`src/rtl/mips_multicycle_controller_if.sv`:
```
// Datapath control bus of the multi-cycle MIPS controller.
//   Datapath to controller: opcode (IR[31:26]), Zero (ALU flag), MemReady (memory done).
//   Controller to datapath: memory request/select, IR/PC/register-file write enables,
//   mux selects, ALU operation and PC source.
//   master: the controller side; slave: the datapath side.
interface mips_multicycle_controller_if;
  logic [5:0] opcode;
  logic       Zero;
  logic       MemReady;
  logic       IorD;
  logic       MemRead;
  logic       MemWrite;
  logic       IRWrite;
  logic       RegDst;
  logic       MemToReg;
  logic       RegWrite;
  logic       ALUSrcA;
  logic [1:0] ALUSrcB;
  logic [1:0] ALUOperation;
  logic [1:0] PCSrc;
  logic       PCEn;

  modport master (
    input  opcode, Zero, MemReady,
    output IorD, MemRead, MemWrite, IRWrite, RegDst, MemToReg, RegWrite,
           ALUSrcA, ALUSrcB, ALUOperation, PCSrc, PCEn
  );

  modport slave (
    output opcode, Zero, MemReady,
    input  IorD, MemRead, MemWrite, IRWrite, RegDst, MemToReg, RegWrite,
           ALUSrcA, ALUSrcB, ALUOperation, PCSrc, PCEn
  );
endinterface

```
`src/rtl/mips_multicycle_controller.sv`:
```
// Control FSM for a multi-cycle MIPS datapath sharing one memory for code and data.
// Ports:
//   clk          rising-edge clock
//   rst          synchronous active-high reset; forces every output to 0 while high
//   bus          datapath control bus (master side), see mips_multicycle_controller_if
//   Illegal      sticky flag, set when an unknown opcode sends the FSM to HALT
//   State        current state code, debug only
//   RetiredCount instructions completed since reset, wraps at 2^CNT_W
//
// state  | meaning
// 0  FETCH  | read instruction at PC, PC <= PC+4 when memory is ready
// 1  DECODE | sample opcode, precompute branch target into ALUOut
// 2  MEMADR | base + offset for lw/sw
// 3  MEMRD  | data read, held until MemReady
// 4  MEMWB  | MDR -> rt
// 5  MEMWR  | data write, held until MemReady
// 6  EXEC   | R-type ALU operation
// 7  ALUWB  | ALUOut -> rd
// 8  BRANCH | compare for beq, PC <= target if Zero
// 9  ADDIEX | A + signext imm
// 10 ADDIWB | ALUOut -> rt
// 11 JUMP   | PC <= jump target
// 12 HALT   | illegal opcode, wait for reset
module mips_multicycle_controller #(
  parameter int         CNT_W    = 32,
  parameter logic [5:0] OP_RTYPE = 6'h00,
  parameter logic [5:0] OP_LW    = 6'h23,
  parameter logic [5:0] OP_SW    = 6'h2B,
  parameter logic [5:0] OP_BEQ   = 6'h04,
  parameter logic [5:0] OP_ADDI  = 6'h08,
  parameter logic [5:0] OP_J     = 6'h02
) (
  input  logic                        clk,
  input  logic                        rst,
  mips_multicycle_controller_if.master bus,
  output logic                        Illegal,
  output logic [3:0]                  State,
  output logic [CNT_W-1:0]            RetiredCount
);

  typedef enum logic [3:0] {
    S_FETCH  = 4'd0,  S_DECODE = 4'd1,  S_MEMADR = 4'd2,  S_MEMRD  = 4'd3,
    S_MEMWB  = 4'd4,  S_MEMWR  = 4'd5,  S_EXEC   = 4'd6,  S_ALUWB  = 4'd7,
    S_BRANCH = 4'd8,  S_ADDIEX = 4'd9,  S_ADDIWB = 4'd10, S_JUMP   = 4'd11,
    S_HALT   = 4'd12
  } state_t;

  state_t           state_q, state_d;
  logic             illegal_q;
  logic [CNT_W-1:0] count_q;
  logic             retire;

  logic       iord, mem_read, mem_write, ir_write, reg_dst, mem_to_reg, reg_write, alu_src_a, pc_en;
  logic [1:0] alu_src_b, alu_op, pc_src;

  always_ff @(posedge clk) begin
    if (rst) begin
      state_q   <= S_FETCH;
      illegal_q <= 1'b0;
      count_q   <= '0;
    end else begin
      state_q <= state_d;
      if (state_d == S_HALT) illegal_q <= 1'b1;
      if (retire) count_q <= count_q + CNT_W'(1);
    end
  end

  always_comb begin
    state_d    = state_q;
    retire     = 1'b0;
    iord       = 1'b0;
    mem_read   = 1'b0;
    mem_write  = 1'b0;
    ir_write   = 1'b0;
    reg_dst    = 1'b0;
    mem_to_reg = 1'b0;
    reg_write  = 1'b0;
    alu_src_a  = 1'b0;
    alu_src_b  = 2'b00;
    alu_op     = 2'b00;
    pc_src     = 2'b00;
    pc_en      = 1'b0;
    case (state_q)
      S_FETCH: begin
        mem_read  = 1'b1;
        alu_src_b = 2'b01;
        // IR and PC load on the same edge the memory delivers the word
        ir_write  = bus.MemReady;
        pc_en     = bus.MemReady;
        if (bus.MemReady) state_d = S_DECODE;
      end
      S_DECODE: begin
        alu_src_b = 2'b11;
        if (bus.opcode == OP_LW || bus.opcode == OP_SW) state_d = S_MEMADR;
        else if (bus.opcode == OP_RTYPE)                state_d = S_EXEC;
        else if (bus.opcode == OP_BEQ)                  state_d = S_BRANCH;
        else if (bus.opcode == OP_ADDI)                 state_d = S_ADDIEX;
        else if (bus.opcode == OP_J)                    state_d = S_JUMP;
        else                                            state_d = S_HALT;
      end
      S_MEMADR: begin
        alu_src_a = 1'b1;
        alu_src_b = 2'b10;
        state_d   = (bus.opcode == OP_SW) ? S_MEMWR : S_MEMRD;
      end
      S_MEMRD: begin
        mem_read = 1'b1;
        iord     = 1'b1;
        if (bus.MemReady) state_d = S_MEMWB;
      end
      S_MEMWB: begin
        reg_write  = 1'b1;
        mem_to_reg = 1'b1;
        state_d    = S_FETCH;
        retire     = 1'b1;
      end
      S_MEMWR: begin
        mem_write = 1'b1;
        iord      = 1'b1;
        if (bus.MemReady) begin
          state_d = S_FETCH;
          retire  = 1'b1;
        end
      end
      S_EXEC: begin
        alu_src_a = 1'b1;
        alu_op    = 2'b10;
        state_d   = S_ALUWB;
      end
      S_ALUWB: begin
        reg_write = 1'b1;
        reg_dst   = 1'b1;
        state_d   = S_FETCH;
        retire    = 1'b1;
      end
      S_BRANCH: begin
        alu_src_a = 1'b1;
        alu_op    = 2'b01;
        pc_src    = 2'b01;
        pc_en     = bus.Zero;
        state_d   = S_FETCH;
        retire    = 1'b1;
      end
      S_ADDIEX: begin
        alu_src_a = 1'b1;
        alu_src_b = 2'b10;
        state_d   = S_ADDIWB;
      end
      S_ADDIWB: begin
        reg_write = 1'b1;
        state_d   = S_FETCH;
        retire    = 1'b1;
      end
      S_JUMP: begin
        pc_src  = 2'b10;
        pc_en   = 1'b1;
        state_d = S_FETCH;
        retire  = 1'b1;
      end
      S_HALT:  state_d = S_HALT;
      default: state_d = S_HALT;
    endcase
  end

  // Outputs are held at zero for as long as reset is high, not just after the edge
  assign bus.IorD         = ~rst & iord;
  assign bus.MemRead      = ~rst & mem_read;
  assign bus.MemWrite     = ~rst & mem_write;
  assign bus.IRWrite      = ~rst & ir_write;
  assign bus.RegDst       = ~rst & reg_dst;
  assign bus.MemToReg     = ~rst & mem_to_reg;
  assign bus.RegWrite     = ~rst & reg_write;
  assign bus.ALUSrcA      = ~rst & alu_src_a;
  assign bus.ALUSrcB      = rst ? 2'b00 : alu_src_b;
  assign bus.ALUOperation = rst ? 2'b00 : alu_op;
  assign bus.PCSrc        = rst ? 2'b00 : pc_src;
  assign bus.PCEn         = ~rst & pc_en;
  assign Illegal          = ~rst & illegal_q;
  assign State            = rst ? 4'd0 : state_q;
  assign RetiredCount     = rst ? '0 : count_q;

endmodule

```
`src/flat_wrapper.sv`:
```
// flat-port wrapper written by rule: the top's interface ports become plain ports
module mips_multicycle_controller_flat 
#(
  parameter int         CNT_W    = 32,
  parameter logic [5:0] OP_RTYPE = 6'h00,
  parameter logic [5:0] OP_LW    = 6'h23,
  parameter logic [5:0] OP_SW    = 6'h2B,
  parameter logic [5:0] OP_BEQ   = 6'h04,
  parameter logic [5:0] OP_ADDI  = 6'h08,
  parameter logic [5:0] OP_J     = 6'h02
)
  (clk, rst, Illegal, State, RetiredCount, bus_opcode, bus_Zero, bus_MemReady, bus_IorD, bus_MemRead, bus_MemWrite, bus_IRWrite, bus_RegDst, bus_MemToReg, bus_RegWrite, bus_ALUSrcA, bus_ALUSrcB, bus_ALUOperation, bus_PCSrc, bus_PCEn);
  mips_multicycle_controller_if bus_i ();
  input  logic clk;
  input  logic rst;
  output logic Illegal;
  output logic [3:0] State;
  output logic [CNT_W-1:0] RetiredCount;
  input wire logic [$bits(bus_i.opcode)-1:0] bus_opcode;
  input wire logic [$bits(bus_i.Zero)-1:0] bus_Zero;
  input wire logic [$bits(bus_i.MemReady)-1:0] bus_MemReady;
  output wire logic [$bits(bus_i.IorD)-1:0] bus_IorD;
  output wire logic [$bits(bus_i.MemRead)-1:0] bus_MemRead;
  output wire logic [$bits(bus_i.MemWrite)-1:0] bus_MemWrite;
  output wire logic [$bits(bus_i.IRWrite)-1:0] bus_IRWrite;
  output wire logic [$bits(bus_i.RegDst)-1:0] bus_RegDst;
  output wire logic [$bits(bus_i.MemToReg)-1:0] bus_MemToReg;
  output wire logic [$bits(bus_i.RegWrite)-1:0] bus_RegWrite;
  output wire logic [$bits(bus_i.ALUSrcA)-1:0] bus_ALUSrcA;
  output wire logic [$bits(bus_i.ALUSrcB)-1:0] bus_ALUSrcB;
  output wire logic [$bits(bus_i.ALUOperation)-1:0] bus_ALUOperation;
  output wire logic [$bits(bus_i.PCSrc)-1:0] bus_PCSrc;
  output wire logic [$bits(bus_i.PCEn)-1:0] bus_PCEn;
  assign bus_i.opcode = bus_opcode;
  assign bus_i.Zero = bus_Zero;
  assign bus_i.MemReady = bus_MemReady;
  assign bus_IorD = bus_i.IorD;
  assign bus_MemRead = bus_i.MemRead;
  assign bus_MemWrite = bus_i.MemWrite;
  assign bus_IRWrite = bus_i.IRWrite;
  assign bus_RegDst = bus_i.RegDst;
  assign bus_MemToReg = bus_i.MemToReg;
  assign bus_RegWrite = bus_i.RegWrite;
  assign bus_ALUSrcA = bus_i.ALUSrcA;
  assign bus_ALUSrcB = bus_i.ALUSrcB;
  assign bus_ALUOperation = bus_i.ALUOperation;
  assign bus_PCSrc = bus_i.PCSrc;
  assign bus_PCEn = bus_i.PCEn;
  mips_multicycle_controller #(.CNT_W(CNT_W), .OP_RTYPE(OP_RTYPE), .OP_LW(OP_LW), .OP_SW(OP_SW), .OP_BEQ(OP_BEQ), .OP_ADDI(OP_ADDI), .OP_J(OP_J)) u_core (.clk(clk), .rst(rst), .bus(bus_i), .Illegal(Illegal), .State(State), .RetiredCount(RetiredCount));
endmodule
```
`config.mk`:
```
export PLATFORM = sky130hd
export DESIGN_NAME = mips_multicycle_controller_flat
export DESIGN_NICKNAME = d
export VERILOG_FILES = /design/src/rtl/mips_multicycle_controller_if.sv /design/src/rtl/mips_multicycle_controller.sv /design/src/flat_wrapper.sv
export SDC_FILE = /design/constraint.sdc
export NUM_CORES = 1
export LEC_CHECK = 0
export CAP_MARGIN = 20
export CORE_MARGIN = 1
export CORE_UTILIZATION = 49
export CTS_BUF_LIST = sky130_fd_sc_hd__clkbuf_16
export DETAILED_ROUTE_END_ITERATION = 6
export PLACE_DENSITY = 0.85
export SYNTH_ARGS = -nofsm -noshare
export SYNTH_HDL_FRONTEND = slang
export SYNTH_SLANG_ARGS = --single-unit
```
`constraint.sdc`:
```
create_clock -name clk -period 1.9 [get_ports clk]
set_clock_uncertainty 0.05 [all_clocks]
set_input_delay 0.38 -clock clk [delete_from_list [all_inputs] [get_ports clk]]
set_output_delay 0.38 -clock clk [all_outputs]
set_load 0.05 [all_outputs]
```
**Yosys cells after proc, flatten, opt, wreduce, memory -nomap -nowiden**

Index checks and enable logic that the tools add are counted.

- Equal/unequal tests: 17
- Bitwise operators: 11
- Reduce and logical (&&, ||, !) cells: 9
- Muxes and demuxes: 29
- Add/subtract/negate cells: 1

Operators by type and width:

| kind | count |
|---|---|
| $add A32 B1 Y32 const B | 1 |
| $mux W32 | 1 |
| $mux W4 | 8 |
| $pmux W4 S8 | 1 |
| $eq A4 B4 Y1 const B | 5 |
| $eq A4 B3 Y1 const B | 4 |
| $eq A6 B6 Y1 const B | 2 |
| $and A1 B1 Y1 | 10 |
| $mux W1 | 9 |
| $eq A4 B2 Y1 const B | 2 |
| $pmux W2 S2 | 2 |
| $eq A6 B2 Y1 const B | 1 |
| $eq A6 B3 Y1 const B | 1 |
| $eq A6 B4 Y1 const B | 1 |
| $logic_not A6 Y1 | 1 |
| $mux W2 | 3 |
| $mux W3 | 2 |
| $pmux W2 S3 | 1 |
| $reduce_or A2 Y1 | 3 |
| $reduce_or A5 Y1 | 1 |
| $eq A4 B1 Y1 const B | 1 |
| $logic_not A4 Y1 | 1 |
| $reduce_or A4 Y1 | 1 |
| $pmux W1 S3 | 1 |
| other kinds (4) | 4 |

- Output and inout port bits: 52
- Bits of input ports: 10
- Register bits after elaboration: 37
- Word-level logic and storage cells: 70

**Logic depth before layout (Yosys ltp)**

- Depth after elaboration: 8
- Gate-level depth with buffers: 7
- Mapped depth without buffers: 6

**Worst setup path after synthesis**

No wires, ideal clock.

- Kind: in2out
- Start point: input rst
- End point: output bus_PCSrc[0]
- Cell stages on the path: 4
- Arrival time: 2.763 ns
- Setup slack: -1.293 ns
- Path buffers: 3
- Path through: clkbuf_1 clkbuf_1 nor4_1 buf_4

- Cells in the longest elaborated chain, start to end: 1

RTL lines:

| element | line | source |
|---|---|---|
| from (decl) | flat_wrapper.sv:15 | `input logic rst;` |
| $mux W2 | mips_multicycle_controller.sv:176 | `assign bus.PCSrc = rst ? 2'b00 : pc_src;` |
| to (decl) | flat_wrapper.sv:32 | `output wire logic [$bits(bus_i.PCSrc)-1:0] bus_PCSrc;` |

No other way between the ends.

**Final worst setup path**

- Start point: input bus_opcode[2]
- End point: register u_core.state_q[1]

- Cells in the longest elaborated chain, start to end: 7
- Elaborated cells on any way between the ends: 14

RTL lines:

| element | line | source |
|---|---|---|
| from (decl) | flat_wrapper.sv:19 | `input wire logic [$bits(bus_i.opcode)-1:0] bus_opcode;` |
| $eq A6 B2 Y1 | mips_multicycle_controller.sv:98 | `else if (bus.opcode == OP_J) state_d = S_JUMP;` |
| $mux W3 | mips_multicycle_controller.sv:98 |  |
| $mux W4 | mips_multicycle_controller.sv:97 | `else if (bus.opcode == OP_ADDI) state_d = S_ADDIEX;` |
| $mux W4 | mips_multicycle_controller.sv:96 | `else if (bus.opcode == OP_BEQ) state_d = S_BRANCH;` |
| $mux W4 | mips_multicycle_controller.sv:95 | `else if (bus.opcode == OP_RTYPE) state_d = S_EXEC;` |
| $mux W4 | mips_multicycle_controller.sv:94 | `if (bus.opcode == OP_LW \|\| bus.opcode == OP_SW) state_d = S_MEMADR;` |
| $pmux W4 S8 * | mips_multicycle_controller.sv:83 | `case (state_q)` |
| to (signal assigned) | mips_multicycle_controller.sv:62 | `state_q <= state_d;` |
| to (decl) | mips_multicycle_controller.sv:48 | `state_t state_q, state_d;` |

Every way passes the cells marked *; elsewhere a longest branch is shown, timed or not.
A chain may end at the register's enable or synchronous reset.

==> impl_metrics.ini <==
[outcome]
outcome = complete, but fails checks
violations = DRC, setup timing

[power]
switchingPower_uw = 817
vdd_drop_max_v = 0.000734
pwr-share-seq_pct = 32.3
power_frac_clock_pct = 38.9
leakagePower_uw = 0.00150
p_comb_share_pct = 28.8
switching_share_pct = 32.0
powerDensity_nw_per_um2 = 655
internal_power_uw = 1730

[synthesis]
async_reset_ff_share_pct = 0
avgSynthCellArea_um2 = 7.74
yosysUniqueCellTypes = 46
synth_ff_type = dfxtp_1
yosysWarnings = 0
ys_seq_area_share_pct = 31.9
synthCells = 300
synthesis.nets = 311
synth_area_um2 = 2320
ys_ff_latch = 37
synth_edf_count = 0

[sta]
setup_slack_ns = -0.163
setup_violations = 18
max_freq_ghz = 0.485
rsz0062_at_grt = true
worstMarginPinSlew_ns = 0.428
finalHoldViolCount = 0
slew_violations = 0
min_period_ns = 2.06
fin_tns_setup_ns = -0.941
period_share_pct = 109
hold_ws_ns = 0.438
slew_headroom_pct = 71.2

[global_route]
grt_pass1_wl_mm = 11.5
grt_max_degree = 26
grt_pass1_vias = 2470
antenna_found_initial = 0
track_usage_pct = 28.7
gr-total-overflow = 0

[worst_setup_path]
cp.required_ns = 2.01
path_cells = clkdlybuf4s50_1, buf_4, nor2_1, nand4_1, a21oi_1, nor2_1, o31ai_1
ff2ff_path_depth = 8
worstPathArrival_ns = 2.17
rr_endpoint = u_core.count_q[28]$_SDFFE_PP0P_
critPathMaxStageDelay_ns = 0.45
end_kind = register
cp_top_family = compound AO/OA/AOI/OAI gates
crit_fanout = 5
slowest_stage = clkdlybuf4s50_1
path_common_cell = nor2_1
start_kind = primary input
r2r-start = u_core.state_q[2]$_SDFF_PP0_
worst-setup-path-type = in2reg
cp.buffers_inverters = 2
rrSetupSlack_ns = -0.12

[floorplan]
die_area_um2 = 5020
coreArea_um2 = 4440
die_w_um = 70.8
ioPinCount = 62
die_y_um = 70.8
start_util_pct = 52.2
rows = 24

[hold_path]
hp-start = u_core.count_q[1]$_SDFFE_PP0P_
holdPathStages = 2
min_path_type = reg2reg
hold_end = u_core.count_q[1]$_SDFFE_PP0P_

[cts]
cts_buffer_depth = 2
clk_latency_ns = 0.30
path_clk_slew_ns = 0.06
cts_made_buffers = 5
cts_tree = yes
root_buffer = clkbuf_16
h-tree-depth = 2
cts.sinks = 37
postCtsHoldBufs = 0

[flow_run]
max_cap_violations = 0

[place]
dp_worst_setup_slack_ns = -0.298
numPortBuffers = 61
dp_hpwl_mm = 4.41
gp_congestion = 0.880

[detailed_routing]
drc = 10
viasPerCell = 6.55
first_iter_violations = 396
routed_wl_mm = 9.51
firstDrtPassIters = 7
routedWlPerCell_um = 20.7
vias = 3008
ant_nets = 0

[cells_and_area]
num-fill-cells = 174
area_growth_syn_to_layout_pct = 67.7
final_util_pct = 87.6
finalNetCount = 417
drive_gt1_share_pct = 50.1
seqCellArea_um2 = 758
diodes = 0
multi_input_area_um2 = 1760
kinds of logic after synthesis:
family	after synthesis	synth area share, %
simple gates	158	38.9
fa+ha+maj	1	0.539
compound gates	58	15.5
xor+xnor	14	5.28
buf+inv	28	6.04
mux	4	1.89
flops	37	31.9
how the worst max path moves through the flow:
stage | startpoint | endpoint | depth (start not counted) | slack, ns
floorplan | rst | bus_PCSrc[0] | 4 | -0.32
global placement | bus_MemReady | bus_PCEn | 6 | -0.28
detailed placement | bus_MemReady | bus_PCEn | 6 | -0.30
CTS | u_core.state_q[3]$_SDFF_PP0_ | bus_RegWrite | 6 | -0.06
global route | bus_opcode[2] | u_core.state_q[1]$_SDFF_PP0_ | 7 | -0.22
finish | bus_opcode[2] | u_core.state_q[1]$_SDFF_PP0_ | 7 | -0.16
per-stage QoR:
| step | cell area (µm²) | power [µW] | instances |
|---|---|---|---|
| after CTS | 3620 | 2390 | 446 |
| after global routing | 3890 | 2620 | 459 |
| after floorplan | 2470 | 1180 | 300 |
| final | 3890 | 2550 | 459 |
| after global placement | 3310 | 1380 | 429 |
| after detailed placement | 3310 | 1380 | 429 |
synthesized netlist by cell type, drive strengths merged (2+ instances only):
| cell type | instances | share of area (%) |
|---|---|---|
| a21oi | 24 | 5.7 |
| a31oi | 2 | 0.54 |
| and3 | 8 | 2.4 |
| and4 | 2 | 0.75 |
| buf | 10 | 3.1 |
| clkbuf | 11 | 1.8 |
| dfxtp | 37 | 32 |
| inv | 7 | 1.1 |
| mux2 | 3 | 1.5 |
| nand2 | 16 | 2.6 |
| nand2b | 4 | 1.1 |
| nand3 | 9 | 1.9 |
| nand4 | 16 | 5.5 |
| nor2 | 33 | 5.4 |
| nor2b | 32 | 8.6 |
| nor3 | 6 | 1.3 |
| nor3b | 3 | 0.97 |
| nor4 | 4 | 1.1 |
| o211ai | 2 | 0.65 |
| o21ai | 16 | 3.9 |
| o22a | 2 | 0.75 |
| o31ai | 7 | 2.3 |
| or2 | 2 | 0.54 |
| or3 | 13 | 3.5 |
| or4 | 7 | 2.3 |
| xor2 | 13 | 4.9 |
metal layers:
metal / track usage [%] / routed length (µm) / share of wire, % / up-vias
met5: 0 / 0 / 0 / -
met4: 13.1 / 666 / 7.0 / 0
met3: 5.13 / 840 / 8.8 / 79
met2: 50.6 / 4540 / 48 / 246
met1: 33.8 / 3470 / 36 / 1399
li1: - / - / - / 1284
cells in the final DEF (no fill, tap or decap), types with 7 or more instances in the layout:
cell type	n
nand4_1	13
dfxtp_1	29
nor2_1	22
o21ai_0	15
buf_4	88
nand2_1	13
buf_6	10
clkdlybuf4s50_1	7
a21oi_1	18
nor2b_1	12
buf_12	10
or3_1	13
nor2b_2	20
xor2_1	13
nand3_1	9
power groups by stage:
| stage | Combinational (µW) | Clock, µW | Sequential [µW] |
|---|---|---|---|
| finish | 734 | 991 | 824 |
| global route | 762 | 1030 | 826 |
| CTS | 606 | 961 | 819 |
| detailed placement | 552 | 0 | 833 |
| global placement | 545 | 0 | 832 |
| floorplan | 363 | 0 | 820 |
layout make-up:
type	instances	area share, %
multi-input combinational	235	45.1
timing repair buffer	120	28.6
sequential	37	19.5
clock buffer	5	3.22
tap	52	1.67
clock inverter	3	1.19
inverter	7	0.740
state kept, by name (all words and copies together) (netlist names):
| signal | cells |
|---|---|
| u_core.count_q | 32 |
| u_core.illegal_q | 1 |
| u_core.state_q | 4 |
worst reg2reg max path, stage by stage, from the launching register on:
cell     delay (ns)
dfxtp_4        0.39
buf_6          0.14
nand2_1        0.12
a21oi_4        0.28
nand4_4        0.14
buf_6          0.16
buf_4          0.14
o31ai_1        0.37
a21oi_2        0.11
timing repair:
item / in CTS / in global routing
gates cloned: 0 / 1
endpoints found under the hold margin: 0 / 0
resized for setup: 23 / 44
setup buffers: 9 / 12
pin swaps: 7 / 13
endpoints found under the setup margin: 19 / 28
Power figures use the tool's default switching activity.
